### config.mk
export PLATFORM = sky130hd
export DESIGN_NAME = mandelbrot_iter_ctrl
export DESIGN_NICKNAME = d
export VERILOG_FILES = /design/src/rtl/mandelbrot_iter_ctrl.sv
export SDC_FILE = /design/constraint.sdc
export NUM_CORES = 1
export LEC_CHECK = 0
export BUFFER_PORTS_ARGS = -buffer_cell sky130_fd_sc_hd__clkbuf_2
export CAP_MARGIN = 20
export CELL_PAD_IN_SITES_DETAIL_PLACEMENT = 2
export CELL_PAD_IN_SITES_GLOBAL_PLACEMENT = 2
export CORE_MARGIN = 3
export CORE_UTILIZATION = 29
export DETAILED_ROUTE_END_ITERATION = 8
export HOLD_SLACK_MARGIN = 0.05
export PLACE_DENSITY = 0.87
export SLEW_MARGIN = 20
export SYNTH_ARGS = -nofsm -noshare
export SYNTH_HDL_FRONTEND = slang
export SYNTH_SLANG_ARGS = --single-unit
### constraint.sdc
create_clock -name clk -period 2.7 [get_ports clk]
set_clock_uncertainty 0.15 [all_clocks]
set_input_delay 0.54 -clock clk [delete_from_list [all_inputs] [get_ports clk]]
set_output_delay 0.54 -clock clk [all_outputs]
set_load 0.02 [all_outputs]
### src/rtl/mandelbrot_iter_ctrl.sv
// Iteration sequencer for the Mandelbrot ALU: latches a point c, steps z through the external
// ALU once per cycle and reports the escape iteration count over a valid/ready handshake.
module mandelbrot_iter_ctrl #(
    parameter int WIDTH      = 8,
    parameter int ITER_WIDTH = 6
) (
    input  logic                  clk,
    input  logic                  rst,

    input  logic                  in_valid,
    output logic                  in_ready,
    input  logic [WIDTH-1:0]      in_cr,
    input  logic [WIDTH-1:0]      in_ci,
    input  logic [ITER_WIDTH-1:0] max_iter,

    output logic [WIDTH-1:0]      alu_cr,
    output logic [WIDTH-1:0]      alu_ci,
    output logic [WIDTH-1:0]      alu_zr,
    output logic [WIDTH-1:0]      alu_zi,
    input  logic [WIDTH-1:0]      alu_next_zr,
    input  logic [WIDTH-1:0]      alu_next_zi,
    input  logic                  alu_size,
    input  logic                  alu_overflow,

    output logic                  busy,
    output logic                  out_valid,
    input  logic                  out_ready,
    output logic [ITER_WIDTH-1:0] out_iter,
    output logic                  out_escaped
);

    typedef enum logic [1:0] {
        IDLE = 2'd0,
        RUN  = 2'd1,
        DONE = 2'd2
    } state_t;

    state_t                  state;
    logic [ITER_WIDTH-1:0]   iter_cnt;
    logic [ITER_WIDTH-1:0]   limit;
    logic                    escape;

    assign escape = alu_size | alu_overflow;

    // Handshake flags are registered alongside the state so every output is a flop output.
    // The limit compare precedes the increment, so iter_cnt can never wrap past max_iter.
    always_ff @(posedge clk) begin
        if (rst) begin
            state       <= IDLE;
            in_ready    <= 1'b1;
            busy        <= 1'b0;
            out_valid   <= 1'b0;
            out_iter    <= '0;
            out_escaped <= 1'b0;
            alu_cr      <= '0;
            alu_ci      <= '0;
            alu_zr      <= '0;
            alu_zi      <= '0;
            iter_cnt    <= '0;
            limit       <= '0;
        end else begin
            case (state)
                IDLE: begin
                    if (in_valid) begin
                        alu_cr   <= in_cr;
                        alu_ci   <= in_ci;
                        limit    <= max_iter;
                        alu_zr   <= '0;
                        alu_zi   <= '0;
                        iter_cnt <= '0;
                        in_ready <= 1'b0;
                        busy     <= 1'b1;
                        state    <= RUN;
                    end
                end

                RUN: begin
                    if (escape) begin
                        out_iter    <= iter_cnt;
                        out_escaped <= 1'b1;
                        out_valid   <= 1'b1;
                        state       <= DONE;
                    end else if (iter_cnt == limit) begin
                        out_iter    <= iter_cnt;
                        out_escaped <= 1'b0;
                        out_valid   <= 1'b1;
                        state       <= DONE;
                    end else begin
                        alu_zr   <= alu_next_zr;
                        alu_zi   <= alu_next_zi;
                        iter_cnt <= iter_cnt + 1'b1;
                    end
                end

                DONE: begin
                    if (out_ready) begin
                        out_valid <= 1'b0;
                        busy      <= 1'b0;
                        in_ready  <= 1'b1;
                        state     <= IDLE;
                    end
                end

                default: begin
                    state     <= IDLE;
                    in_ready  <= 1'b1;
                    busy      <= 1'b0;
                    out_valid <= 1'b0;
                end
            endcase
        end
    end

endmodule
==> qor.csv <==
metric;value;unit
fin_crit;2233;ps
grt_usage;17.32;%
drtPass1Iterations;4;
rows;31;
rsz0062_at_grt;no;
holdPathStages;3;
hold_end;alu_ci[4];
numCtsBuffers;5;
nNetsFinal;389;
critPathMaxFanout;17;
synth_seq_cells;56;
r2r_setup_slack;470;ps
fin_hold_ws;294.3;ps
clkSlewWorstSetupHoldPaths;100;ps
die_x;94.59;µm
fp.dieH;94.59;µm
ant_nets;0;
synthAdderAreaFrac;0.5498;%
syn_avg_cell_area;8.524;µm²
r2r_cells;5;
cp.required;2780;ps
portBuffers;85;
final_cell_mix;clkbuf_2 (85), dfxtp_1 (56), nand2_1 (48);
grt_max_degree;35;
cp_slowest_cell;a211oi_4;
cts_hold_buf;0;
finalPower;0.001736;W
maxCapViolations;0;
clk_latency;310;ps
drive_gt1_share;30.52;%
slew_viol_final;0;
root_buffer;clkbuf_8;
cpPeakStageDelay;710;ps
setup_viol_count_final;0;
wl;7.542;mm
synthCells;267;
crit_chain;xor2_1, nor2_1, a211oi_4, o211ai_1, a21oi_1;
cp_data_arrival_time;2320;ps
r2r-end;alu_zr[4];
area_growth;26.66;%
die_area;0.008947;mm²
fmax;447.8;MHz
gp_congestion;0.7680;
overflow;0;
core;0.007447;mm²
status;completed;
r2r_start;iter_cnt[1];
vias_per_cell;5.081;
clock-sinks;56;
wl_per_cell;17.02;µm
muxShareOfSynthArea;0.8796;%
synth_compound_area_share;22.65;%
netlist_area;0.002276;mm²
synth_xor_xnor_area_share;2.309;%
start_util;30.56;%
relSlewSlack;47.54;%
grt_pass1_vias;2429;
grt_pass1_wl;12.08;mm
htreeDepth;2;
hpwl;5.321;mm
p_leak;1.223;nW
num_vias;2251;
final_common_cell;clkbuf_2;
antenna_found_initial;0;
ioPinCount;86;
fin_crit_sh;82.72;%
start_kind;flop;
holdCritPathClass;in2reg;
synth_simple_gate_area_share;19.85;%
cts_resized;0;
synth_top_area_share;49.26;%
yosysSeqAreaShare;49.26;%
ys_warn_count;0;
power_density;602.3;mW/mm²
cts_setup_buffers;0;
synthTopCellsByArea;dfxtp_1 (49%), a21oi_1 (10%), nand2_1 (7.9%);
drtIter0Drc;63;
n_antenna_cell;0;
syn_nets;312;
hold_viol_final;0;
ir_worst_vdd;0.0001989;V
drc;0;
synth_top_area_cell;dfxtp_1;
synthDistinctLibCells;36;
finalSetupTns;0;ps
worst_setup_path_end_kind;flop;
hp-start;in_ci[4];
cts_buffer_depth;2;
critical_path_class;reg2reg;
worst_slew_pin_slew;784.4;ps
synth_top_family_by_area;compound AO/OA/AOI/OAI gates;
cts_tree;done;
## critical path: cells and delay by family, from the launching register on
| family | cells | cell delay, ps |
|---|---|---|
| AOI/OAI and AO/OA | 3 | 1130 |
| and+or+nand+nor | 1 | 160 |
| xor gates and xnor gates | 1 | 270 |
| DFF | 1 | 430 |
## metal layers
layer	part of all wire [%]	global-route usage [%]
met1	42	19.93
met2	52	32.03
met3	4.3	4.223
met4	1.3	4.207
met5	0	0
## cells in the mapped netlist, drive strengths merged
| master | instances |
|---|---|
| nand2b | 6 |
| a21boi | 2 |
| mux2i | 2 |
| ha | 1 |
| a221oi | 1 |
| clkbuf | 15 |
| nor2b | 1 |
| nand3 | 18 |
| a21oi | 47 |
| o21bai | 1 |
| a22oi | 1 |
| o21ai | 9 |
| a31oi | 1 |
| nand2 | 48 |
| o32ai | 1 |
| a211oi | 1 |
| a21bo | 1 |
| or2 | 1 |
| or2b | 1 |
| dfxtp | 56 |
| nor3 | 3 |
| o211ai | 17 |
| inv | 1 |
| nand3b | 5 |
| nor4 | 1 |
| or3 | 1 |
| nor2 | 7 |
| o22ai | 3 |
| buf | 7 |
| xor2 | 6 |
| nand4b | 2 |
## kinds of logic (layout without fill, tap and decap cells)
group           Yosys count  in the layout
simple gates             94             94
xor+xnor                  6              6
compound gates           85             85
fa+ha+maj                 1              1
flops                    56             56
buf+inv                  23            100
mux                       2              2
## through the flow
stage | std cells | setup slack [ps] | utilization (%) | instance area, µm²
final | 443 | 466.6 | 38.71 | 2883
after CTS | 443 | 461.7 | 38.71 | 2883
after detailed placement | 436 | 520.9 | 37.42 | 2786
after floorplan | 267 | 976.6 | - | 2276
after global routing | 443 | 300.6 | 38.71 | 2883
after global placement | 436 | 612.0 | 37.42 | 2786
## how the worst max path moves through the flow
stage,from,end,slack (ps),depth (start not counted)
after global routing,iter_cnt[0],alu_zr[6],300,5
after detailed placement,iter_cnt[3],alu_zr[6],520,5
after CTS,iter_cnt[0],alu_zr[6],460,5
after floorplan,iter_cnt[3],out_iter[2],980,6
final,iter_cnt[1],alu_zr[4],470,5
after global placement,in_valid,alu_cr[6],610,6
## sequential cells by signal (all words and copies together) (netlist names)
| signal | count |
|---|---|
| alu_ci | 8 |
| in_ready | 1 |
| out_valid | 1 |
| state | 2 |
| out_escaped | 1 |
| out_iter | 6 |
| iter_cnt | 6 |
| alu_zr | 8 |
| alu_cr | 8 |
| limit | 6 |
| busy | 1 |
| alu_zi | 8 |
## area by class of cell
type / instances / area [µm²]
fillers: 887 / 4564
well taps: 99 / 123.9
clock buffers: 7 / 96.34
multi-input cells: 188 / 1060
repair buffers: 92 / 478.0
flip-flops and latches: 56 / 1121
inverters: 1 / 3.754
## power breakdown
group	leakage (nW)	switching [W]	internal, W
combinational	0.716	0.000218	0.000115
sequential	0.456	0.0000327	0.000870
clock	0.0503	0.000270	0.000229
Power figures use the tool's default switching activity.
